## src/rtl/ftc_tx_sched.sv

```systemverilog
// Round-robin burst scheduler feeding the 32->44 bit forbidden-transition encoder.
// Optional build macro FTC_SCHED_PRIO_EN makes requester 0 a fixed-priority source.
module ftc_tx_sched #(
  parameter int unsigned NUM_REQ   = 4,
  parameter int unsigned DATA_W    = 32,
  parameter int unsigned MAX_BURST = 8
) (
  input  logic                       clk,
  input  logic                       rst,
  input  logic [NUM_REQ-1:0]         req_valid,
  input  logic [NUM_REQ*DATA_W-1:0]  req_data,
  input  logic [NUM_REQ-1:0]         req_last,
  output logic [NUM_REQ-1:0]         req_ready,
  input  logic                       link_ready,
  output logic [DATA_W-1:0]          enc_data,
  output logic                       enc_valid,
  output logic                       enc_last,
  output logic [$clog2(NUM_REQ)-1:0] enc_src,
  output logic                       busy
);

  localparam int unsigned IDX_W = $clog2(NUM_REQ);
  localparam int unsigned CNT_W = 8;

  typedef enum logic [1:0] {IDLE, XFER, GAP} state_t;

  state_t             state;
  logic [IDX_W-1:0]   rr_ptr;
  logic [IDX_W-1:0]   grant;
  logic [CNT_W-1:0]   beat_cnt;
  logic [IDX_W-1:0]   arb_idx;
  logic               arb_hit;
  logic               accept;
  logic               burst_end;
  logic [DATA_W-1:0]  grant_word;

  // First valid requester after rr_ptr, wrapping; smallest offset wins.
  always_comb begin
    logic [IDX_W-1:0] cand;
    cand    = '0;
    arb_idx = rr_ptr;
    arb_hit = |req_valid;
    for (int k = int'(NUM_REQ); k >= 1; k--) begin
      cand = IDX_W'((32'(rr_ptr) + 32'(k)) % NUM_REQ);
      if (req_valid[cand]) arb_idx = cand;
    end
`ifdef FTC_SCHED_PRIO_EN
    if (req_valid[0]) arb_idx = '0;
`endif
  end

  assign grant_word = req_data[32'(grant) * DATA_W +: DATA_W];
  assign accept     = (state == XFER) && req_valid[grant] && link_ready;
  assign burst_end  = req_last[grant] || (beat_cnt == CNT_W'(MAX_BURST - 1));
  assign req_ready  = (state == XFER && link_ready) ? (NUM_REQ'(1) << grant) : '0;
  assign busy       = (state != IDLE);

  // Arbitration / transfer FSM with registered encoder-side outputs.
  always_ff @(posedge clk or posedge rst) begin
    if (rst) begin
      state     <= IDLE;
      rr_ptr    <= '0;
      grant     <= '0;
      beat_cnt  <= '0;
      enc_data  <= '0;
      enc_valid <= 1'b0;
      enc_last  <= 1'b0;
      enc_src   <= '0;
    end else begin
      enc_valid <= 1'b0;
      enc_last  <= 1'b0;
      case (state)
        IDLE: begin
          if (arb_hit) begin
            grant    <= arb_idx;
            beat_cnt <= '0;
            state    <= XFER;
`ifdef FTC_SCHED_PRIO_EN
            if (!req_valid[0]) rr_ptr <= arb_idx;
`else
            rr_ptr   <= arb_idx;
`endif
          end
        end
        XFER: begin
          if (accept) begin
            enc_data  <= grant_word;
            enc_valid <= 1'b1;
            enc_src   <= grant;
            enc_last  <= burst_end;
            beat_cnt  <= beat_cnt + CNT_W'(1);
            if (burst_end) state <= GAP;
          end
        end
        GAP:     state <= IDLE;
        default: state <= IDLE;
      endcase
    end
  end

endmodule

```

## config.mk

```make
export PLATFORM = sky130hd
export DESIGN_NAME = ftc_tx_sched
export DESIGN_NICKNAME = d
export VERILOG_FILES = /design/src/rtl/ftc_tx_sched.sv
export SDC_FILE = /design/constraint.sdc
export NUM_CORES = 1
export LEC_CHECK = 0
export ABC_AREA = 1
export BUFFER_PORTS_ARGS = -buffer_cell sky130_fd_sc_hd__buf_2
export CAP_MARGIN = 20
export CORE_MARGIN = 4
export CORE_UTILIZATION = 48
export DETAILED_ROUTE_END_ITERATION = 10
export PLACE_DENSITY = 0.86
export SLEW_MARGIN = 20
export SYNTH_ARGS = -nofsm -noshare
export SYNTH_HDL_FRONTEND = slang
export SYNTH_SLANG_ARGS = --single-unit
```

## constraint.sdc

```tcl
create_clock -name clk -period 4.2 [get_ports clk]
set_input_delay 0.84 -clock clk [delete_from_list [all_inputs] [get_ports clk]]
set_output_delay 0.84 -clock clk [all_outputs]
set_load 0.005 [all_outputs]
```

==> flow_summary.toml, run 1 <==
[cts]
clock_latency_ns = 0.30
cts.sinks = 48
root_buffer = "clkbuf_8"
hold_buffers = 0
postCtsSetupRepairBufs = 0
cts_resized = 0
cts_inserted_buffers = 5
cts_buffer_depth = 2
cts_max_level = 2
cts_tree = "yes"
clk_pin_slew_worst_paths_ns = 0.09

[drt]
vias_per_cell = 5.40
drtIter0Drc = 231
avgRoutedWirePerCell_um = 14.4
dr.pass1.iters = 5
wl_um = 10300
vias = 3860
drcViolationCount = 0
ant_nets = 0

[worst_setup_path]
end_kind = "output pin"
arrival_ns = 1.74
path_max_fanout = 75
critPathKind = "register to output pin"
cp_num_buf_inv = 3
slowest_stage = "buf_4"
required_ns = 3.36
r2r_slack_ns = 1.93
r2r_start = "grant[0]"
slowest_delay_ns = 0.54
worstRegToRegCells = 8
path_cells = "buf_4 -> ha_1 -> inv_1 -> nor2_1 -> buf_2"
r2r_end = "beat_cnt[7]"
crit_family = "buffers and inverters"
crit_path_start_kind = "register"
cp.depth = 5

[power]
power.share.clock = 0.120
p_per_area_nw_per_um2 = 659
p_sw_frac = 0.476
seq_power_share = 0.291
power_frac_comb = 0.589
vdd_ir_drop_max_mv = 0.330
intPower_mw = 1.43
p_leak_nw = 2.31
p_switching_mw = 1.30

[sta]
hold_viol = 0
rsz0062_at_grt = "no"
period_minus_slack_ns = 2.58
fin_crit_sh = 0.614
setup_tns_ns = 0
hold_ws_ns = 0.482
clock.fmax_mhz = 388
worstMarginPinSlew_ns = 0.677
setup_viol = 0
slew-limit-headroom = 0.548
slew_violations = 0
worst_clock_skew_ns = 0.00452

[job]
max_cap_violations = 0

[yosys]
netlist_area_um2 = 3160
async_flop_share = 1.00
synth_edf_count = 0
synth_ff_type = "dfrtp_1"
syn_inst = 477
synth_cell_types = 24
synth_top_area_cell = "dfrtp_1"
synth_seq_cells = 48
netlist.area_leader.share = 0.380
ys_seq_area_frac = 0.380
ys.warnings.count = 0
syn_nets = 621
synth_area_leaders = "dfrtp_1, nand2_1, o21ai_0, nor2_1, o22ai_1"
synth.avg_cell_area_um2 = 6.62

[grt]
antenna_found_initial = 0
grtUsageTotal = 0.259
gr-total-overflow = 0
grt_pass1_vias = 3598
grt_max_degree = 76
grt_pass1_wl_um = 16300

[worst_hold_path]
min_path_type = "register to register"
min_to = "enc_data[5]"
whs_path_depth = 2
worstHoldStart = "enc_data[5]"

[layout]
fillers = 576
syn_to_final_growth_pct = 30.8
final_util = 0.647
num-nets-final = 781
drive_above_1_share = 0.313
n_antenna_cell = 0

[status]
status = "completed"

[die]
coreArea_um2 = 6390
die_x_um = 89.1
dieArea_um2 = 7940
io_pins = 180
die_h_um = 89.1
rows = 29
start_util = 0.495

[place]
portBuffers = 179
dp_hpwl_um = 7580
gp_congestion = 0.856
## worst max path at each step
| stage | startpoint | end | slack [ns] |
|---|---|---|---|
| 2_1_floorplan | link_ready | req_ready[0] | 2.14 |
| 3_3_place_gp | req_valid[2] | beat_cnt[7] | 1.84 |
| 3_5_place_dp | req_valid[2] | beat_cnt[7] | 1.78 |
| 4_1_cts | grant[0] | req_ready[1] | 1.63 |
| 5_1_grt | grant[0] | req_ready[1] | 1.50 |
| 6_report | grant[0] | req_ready[1] | 1.62 |
## area by class of cell
| type | instances | area [um^2] | share of cell area |
|---|---|---|---|
| inverter | 29 | 111 | 0.0270 |
| clock buffer | 6 | 72.6 | 0.0176 |
| clock inverter | 2 | 35.0 | 0.00848 |
| tap | 77 | 96.3 | 0.0233 |
| multi-input combinational | 370 | 1680 | 0.406 |
| timing repair buffer | 183 | 938 | 0.227 |
| sequential | 48 | 1200 | 0.291 |
## through the flow
| stage | power, mW | std cells | cell area, um^2 | setup WS, ns |
|---|---|---|---|---|
| after global placement | 2.34 | 706 | 4000 | 1.84 |
| after global routing | 3.00 | 715 | 4130 | 1.50 |
| after detailed placement | 2.39 | 706 | 4000 | 1.78 |
| final | 2.72 | 715 | 4130 | 1.62 |
| after CTS | 2.73 | 714 | 4110 | 1.63 |
| after floorplan | 1.94 | 477 | 3160 | 2.14 |
## placed cells by master, fill, tap and decap left out, types with 3 or more instances in the layout
cell	synthesis	layout
clkbuf_8	0	5
nor2_1	81	81
a21oi_1	6	6
o22ai_1	32	32
inv_2	3	4
nor3_1	3	3
nand3_1	16	16
o21ai_0	70	70
ha_1	5	5
dfrtp_1	48	47
buf_2	11	179
nand2_1	144	144
nand4_1	3	3
o21ai_1	5	5
inv_1	25	24
buf_4	4	3
## cell usage after synthesis (5+ instances only)
cell and number:
o22ai_1 32, a21oi_1 6, inv_1 25, nor2_1 81
ha_1 5, clkbuf_1 10, nand2_1 144, dfrtp_1 48
nand3_1 16, o21ai_1 5, buf_2 11, o21ai_0 70
## kinds of logic after synthesis
group                      share of synthesized area
and+or+nand+nor                                0.319
AOI/OAI and AO/OA                              0.192
buffers and inverters                         0.0895
DFF                                            0.380
adders and majority gates                     0.0198
## per-layer routing
metal,GRT usage,vias to the layer above,share of wire
met4,0.0947,0,0.026
met5,0,-,0
met2,0.445,182,0.50
li1,-,1873,-
met3,0.0442,23,0.079
met1,0.328,1782,0.39
## power groups by stage
stage	Sequential, mW	Combinational [mW]	Clock (mW)
4_1_cts	0.790	1.60	0.334
2_1_floorplan	0.797	1.14	0
3_3_place_gp	0.795	1.54	0
3_5_place_dp	0.791	1.60	0
6_report	0.792	1.60	0.328
5_1_grt	0.818	1.83	0.356
## flip-flops by register name (all words and copies together), names as in the netlist
register,count
enc_valid,1
enc_src,2
grant,2
enc_last,1
state,2
enc_data,32
beat_cnt,8
## worst register-to-register path: cells and delay by family (launching register included)
family                 cells  cell delay [ns]
AO/OA/AOI/OAI              1             0.15
buffers and inverters      2             0.79
flip-flops                 1             0.41
AND/OR/NAND/NOR            5             0.83
Power figures use the tool's default switching activity.
==> run 2: changes to the inputs <==
- ABC_AREA: 1 -> 0
- CORE_UTILIZATION: 48 -> 44
- PLACE_DENSITY: 0.86 -> 0.81
- clock period: 4.2 -> 2.4 ns (I/O delays scaled with it)
==> flow_summary.toml, run 2 <==
[layout]
final_cell_mix = "buf_2, nand2_1, dfrtp_1, mux4_2, o21ai_0"
syn_to_final_growth_pct = 33.0
largest_reg_flops = 32
num-nets-final = 603
regMostFlops = "enc_data"
layout_commonest_cell = "buf_2"
final_util = 0.600
top_regs = "enc_data: 32 flops, beat_cnt: 8 flops"
drive_above_1_share = 0.520
fillers = 598
n_antenna_cell = 0

[power]
p_leak_nw = 2.13
intPower_mw = 2.54
p_per_area_nw_per_um2 = 1040
power_frac_comb = 0.559
p_switching_mw = 1.68
power.share.clock = 0.114
vdd_ir_drop_max_mv = 0.798
p_sw_frac = 0.397
seq_power_share = 0.326

[cts]
cts_max_level = 2
clk_pin_slew_worst_paths_ns = 0.09
clock_latency_ns = 0.30
cts_resized = 0
cts.sinks = 48
cts_inserted_buffers = 5
cts_buffer_depth = 2
hold_buffers = 0
root_buffer = "clkbuf_8"
postCtsSetupRepairBufs = 0
cts_tree = "yes"

[grt]
grt_pass1_wl_um = 14400
antenna_found_initial = 0
grt_pass1_vias = 2986
grtUsageTotal = 0.215
grt_max_degree = 49
gr-total-overflow = 0

[yosys]
synth_edf_count = 0
netlist.area_leader.share = 0.392
synthMostInstantiatedCell = "nand2_1"
ys.warnings.count = 0
synth_seq_cells = 48
syn_inst = 289
async_flop_share = 1.00
synth.avg_cell_area_um2 = 10.6
synthTopCellsByCount = "nand2_1, dfrtp_1, mux4_2"
ys_seq_area_frac = 0.392
netlist_area_um2 = 3070
synth_area_leaders = "dfrtp_1, mux4_2, nand2_1, buf_6, ha_1"
syn_nets = 433
synth_cell_types = 36
synth_top_area_cell = "dfrtp_1"
synth_ff_type = "dfrtp_1"

[drt]
wl_um = 9110
avgRoutedWirePerCell_um = 16.4
vias = 2880
vias_per_cell = 5.18
ant_nets = 0
drcViolationCount = 0
dr.pass1.iters = 4
drtIter0Drc = 135

[worst_setup_path]
required_ns = 1.92
path_max_fanout = 15
r2r_end = "beat_cnt[6]"
end_kind = "output pin"
r2r_start = "grant[0]"
arrival_ns = 1.48
r2r_slack_ns = 0.51
crit_path_start_kind = "register"
worstRegToRegCells = 5
critPathKind = "register to output pin"

[job]
max_cap_violations = 0

[sta]
rsz0062_at_grt = "no"
slew-limit-headroom = 0.562
worst_clock_skew_ns = 0.00793
setup_tns_ns = 0
layout_setup_ws_ns = 0.437
setup_viol = 0
fin_crit_sh = 0.818
slew_violations = 0
clock.fmax_mhz = 509
hold_ws_ns = 0.313
worstMarginPinSlew_ns = 0.656
hold_viol = 0
period_minus_slack_ns = 1.96

[die]
die_x_um = 91.5
rows = 30
die_h_um = 91.5
dieArea_um2 = 8370
coreArea_um2 = 6790
start_util = 0.451
io_pins = 180

[place]
gp_congestion = 0.884
dp_hpwl_um = 7170
portBuffers = 179
dp_slack_ns = 0.380

[worst_hold_path]
min_path_type = "input port to async pin"

[status]
status = "completed"
==> run 2: changes by cell type in the layout (fill, tap and decap cells not counted), sizes merged, moves of 3 or more <==
cell,before,now
nor2,82,8
o21ai,75,12
nand2,146,103
mux4,0,34
o22ai,32,2
inv,29,7
nand3,17,3
and2,0,5
mux2,0,5
buf,183,186
mux2i,0,3
o31ai,0,3
==> run 2: worst max path at each step <==
stage,depth (start not counted),from,slack [ns],end
after floorplan,8,grant[1],0.40,grant[0]
after global placement,6,req_valid[3],0.48,beat_cnt[7]
after detailed placement,6,req_valid[1],0.38,beat_cnt[6]
after CTS,4,grant[1],0.43,req_ready[1]
after global routing,4,grant[1],0.33,req_ready[1]
final,4,grant[1],0.44,req_ready[0]
==> run 2: cells by family after synthesis <==
logic type	after synthesis	share of synthesized area
flip-flops	48	0.392
buffers and inverters	30	0.0604
multiplexers	42	0.278
adder cells (fa/ha/maj)	5	0.0204
AO/OA/AOI/OAI	29	0.0620
AND/OR/NAND/NOR	135	0.188
==> run 2: critical path, stage by stage (launching register included) <==
cell,delay [ns]
dfrtp_2,0.57
inv_1,0.16
ha_1,0.20
and2_1,0.14
buf_2,0.12
==> run 2: per-layer routing <==
metal  track usage  up-vias  wire [um]
li1              -     1364          -
met1         0.252     1376       3470
met2         0.391      132       4750
met3        0.0597        8        799
met4        0.0415        0         91
met5             0        -          0
==> run 2: layout make-up <==
class                   count  area, um^2  share of cell area
well taps                  96         120              0.0294
clock inverters             3        18.8             0.00460
clock buffers               5        68.8              0.0169
multi-input cells         211        1680               0.412
flip-flops and latches     48        1200               0.295
repair buffers            186         961               0.236
inverters                   7        26.3             0.00644
==> run 2: per-stage QoR <==
step	power (mW)	instance area (um^2)	instances
4_1_cts	4.29	4080	556
5_1_grt	4.58	4080	556
6_report	4.22	4080	556
3_5_place_dp	3.79	3990	548
3_3_place_gp	3.69	3990	548
2_1_floorplan	3.06	3070	289
==> run 2: power by group through the flow <==
stage | combinational [mW] | clock (mW) | sequential [mW]
floorplan | 1.71 | 0 | 1.35
global placement | 2.31 | 0 | 1.38
detailed placement | 2.40 | 0 | 1.40
CTS | 2.40 | 0.502 | 1.38
global route | 2.61 | 0.538 | 1.43
finish | 2.36 | 0.483 | 1.38
==> run 3: changes to the inputs <==
- clock period: 2.4 -> 2 ns (I/O delays scaled with it)
==> flow_summary.toml, run 3 (synthesis results as in run 2) <==
[layout]
drive_above_1_share = 0.519
final_util = 0.604
n_antenna_cell = 0
num-nets-final = 605
syn_to_final_growth_pct = 33.8
largest_reg_flops = 32
layout_commonest_cell = "buf_2"
top_regs = "enc_data: 32 flops, beat_cnt: 8 flops"
postLayoutCellArea_um2 = 4100
regMostFlops = "enc_data"
final_cell_mix = "buf_2, nand2_1, dfrtp_1, mux4_2, o21ai_0"

[sta]
worst_clock_skew_ns = 0.00695
setup_tns_ns = 0
slew-limit-headroom = 0.654
layout_setup_ws_ns = 0.192
hold_viol = 0
period_minus_slack_ns = 1.81
fin_crit_sh = 0.904
clock.fmax_mhz = 553
setup_viol = 0
rsz0062_at_grt = "no"
slew_violations = 0
worstMarginPinSlew_ns = 0.518

[drt]
wl_um = 9030
vias_per_cell = 5.20
drcViolationCount = 0
drtIter0Drc = 111
ant_nets = 0
vias = 2902
avgRoutedWirePerCell_um = 16.2
dr.pass1.iters = 4

[status]
status = "completed"

[worst_setup_path]
arrival_ns = 2.00
r2r_slack_ns = 0.19
critPathKind = "register to register"
path_max_fanout = 21
r2r_end = "beat_cnt[7]"
r2r_start = "grant[0]"
crit_path_start_kind = "register"
end_kind = "register"
required_ns = 2.19
worstRegToRegCells = 5

[power]
intPower_mw = 3.09
p_per_area_nw_per_um2 = 1240
power_frac_comb = 0.559
seq_power_share = 0.322
power.share.clock = 0.119
p_leak_nw = 2.14
vdd_ir_drop_max_mv = 0.829
p_switching_mw = 2.01
p_sw_frac = 0.394

[die]
io_pins = 180
die_x_um = 91.5
rows = 30
start_util = 0.451
die_h_um = 91.5
dieArea_um2 = 8370
coreArea_um2 = 6790

[cts]
cts_tree = "yes"
cts.sinks = 48
clk_pin_slew_worst_paths_ns = 0.09
cts_inserted_buffers = 5
clock_latency_ns = 0.30
cts_max_level = 2
root_buffer = "clkbuf_8"
cts_buffer_depth = 2
postCtsSetupRepairBufs = 0

[place]
place_area_um2 = 4010
gp_congestion = 0.886
portBuffers = 179
dp_slack_ns = 0.0847
dp_hpwl_um = 7200

[job]
max_cap_violations = 0

[grt]
top_usage_layer = "met2"
grt_pass1_vias = 3061
grt_use_met2 = 0.396
grt_max_degree = 39
grt_pass1_wl_um = 14500
gr-usage-met3 = 0.0530
grtUsageMet1 = 0.252
gr-total-overflow = 0
grtUsageTotal = 0.215
antenna_found_initial = 0

[worst_hold_path]
min_path_type = "input port to async pin"
-- run 3: cell types whose count changed in the layout (fill, tap and decap cells not counted) --
cell | before | now
clkinv_2 | 2 | 0
buf_4 | 6 | 8
inv_2 | 2 | 1
clkbuf_8 | 5 | 6
inv_4 | 0 | 1
clkbuf_1 | 0 | 1
-- run 3: per-layer routing --
| layer | wire, um | vias up |
|---|---|---|
| met4 | 121 | 0 |
| met1 | 3480 | 1367 |
| met2 | 4620 | 152 |
| li1 | - | 1368 |
| met3 | 809 | 15 |
| met5 | 0 | - |
-- run 3: area by class of cell --
cell class | instances | area (um^2)
multi-input cells | 211 | 1680
flip-flops and latches | 48 | 1200
repair buffers | 188 | 976
well taps | 96 | 120
fillers | 588 | 2690
clock inverters | 1 | 8.76
clock buffers | 7 | 86.3
inverters | 7 | 28.8
-- run 3: power by group through the flow --
stage               combinational [mW]  clock (mW)  sequential, mW
floorplan                         2.06           0            1.62
CTS                               2.90       0.625            1.64
finish                            2.85       0.608            1.64
global placement                  2.81           0            1.63
global route                      3.17       0.664            1.70
detailed placement                2.88           0            1.66
-- run 3: worst max path at each step --
stage / from / endpoint / slack, ns
after CTS: grant[0] / beat_cnt[6] / 0.09
after global placement: req_valid[3] / beat_cnt[7] / 0.15
final: grant[0] / beat_cnt[7] / 0.19
after detailed placement: grant[0] / beat_cnt[6] / 0.08
after global routing: grant[0] / state[0] / 0.07
after floorplan: grant[1] / grant[0] / 0.05
-- run 3: per-stage QoR --
step | cells | hold WS (ns) | total power [mW]
2_1_floorplan | 289 | 0.460 | 3.68
3_3_place_gp | 550 | 0.454 | 4.43
3_5_place_dp | 550 | 0.457 | 4.54
4_1_cts | 558 | 0.142 | 5.16
5_1_grt | 558 | 0.166 | 5.54
6_report | 558 | 0.124 | 5.10
-- run 3: worst max-delay path, stage by stage (launching register included) --
cell and delay [ns]:
dfrtp_2 0.51, mux4_2 0.59, nand2_2 0.13, buf_4 0.27, or3_1 0.14, o21ai_1 0.05
-- run 3: repair_timing --
item                                    CTS  global route
gates resized for setup                   0             2
hold buffers                              0             0
endpoints found under the setup margin    0             3
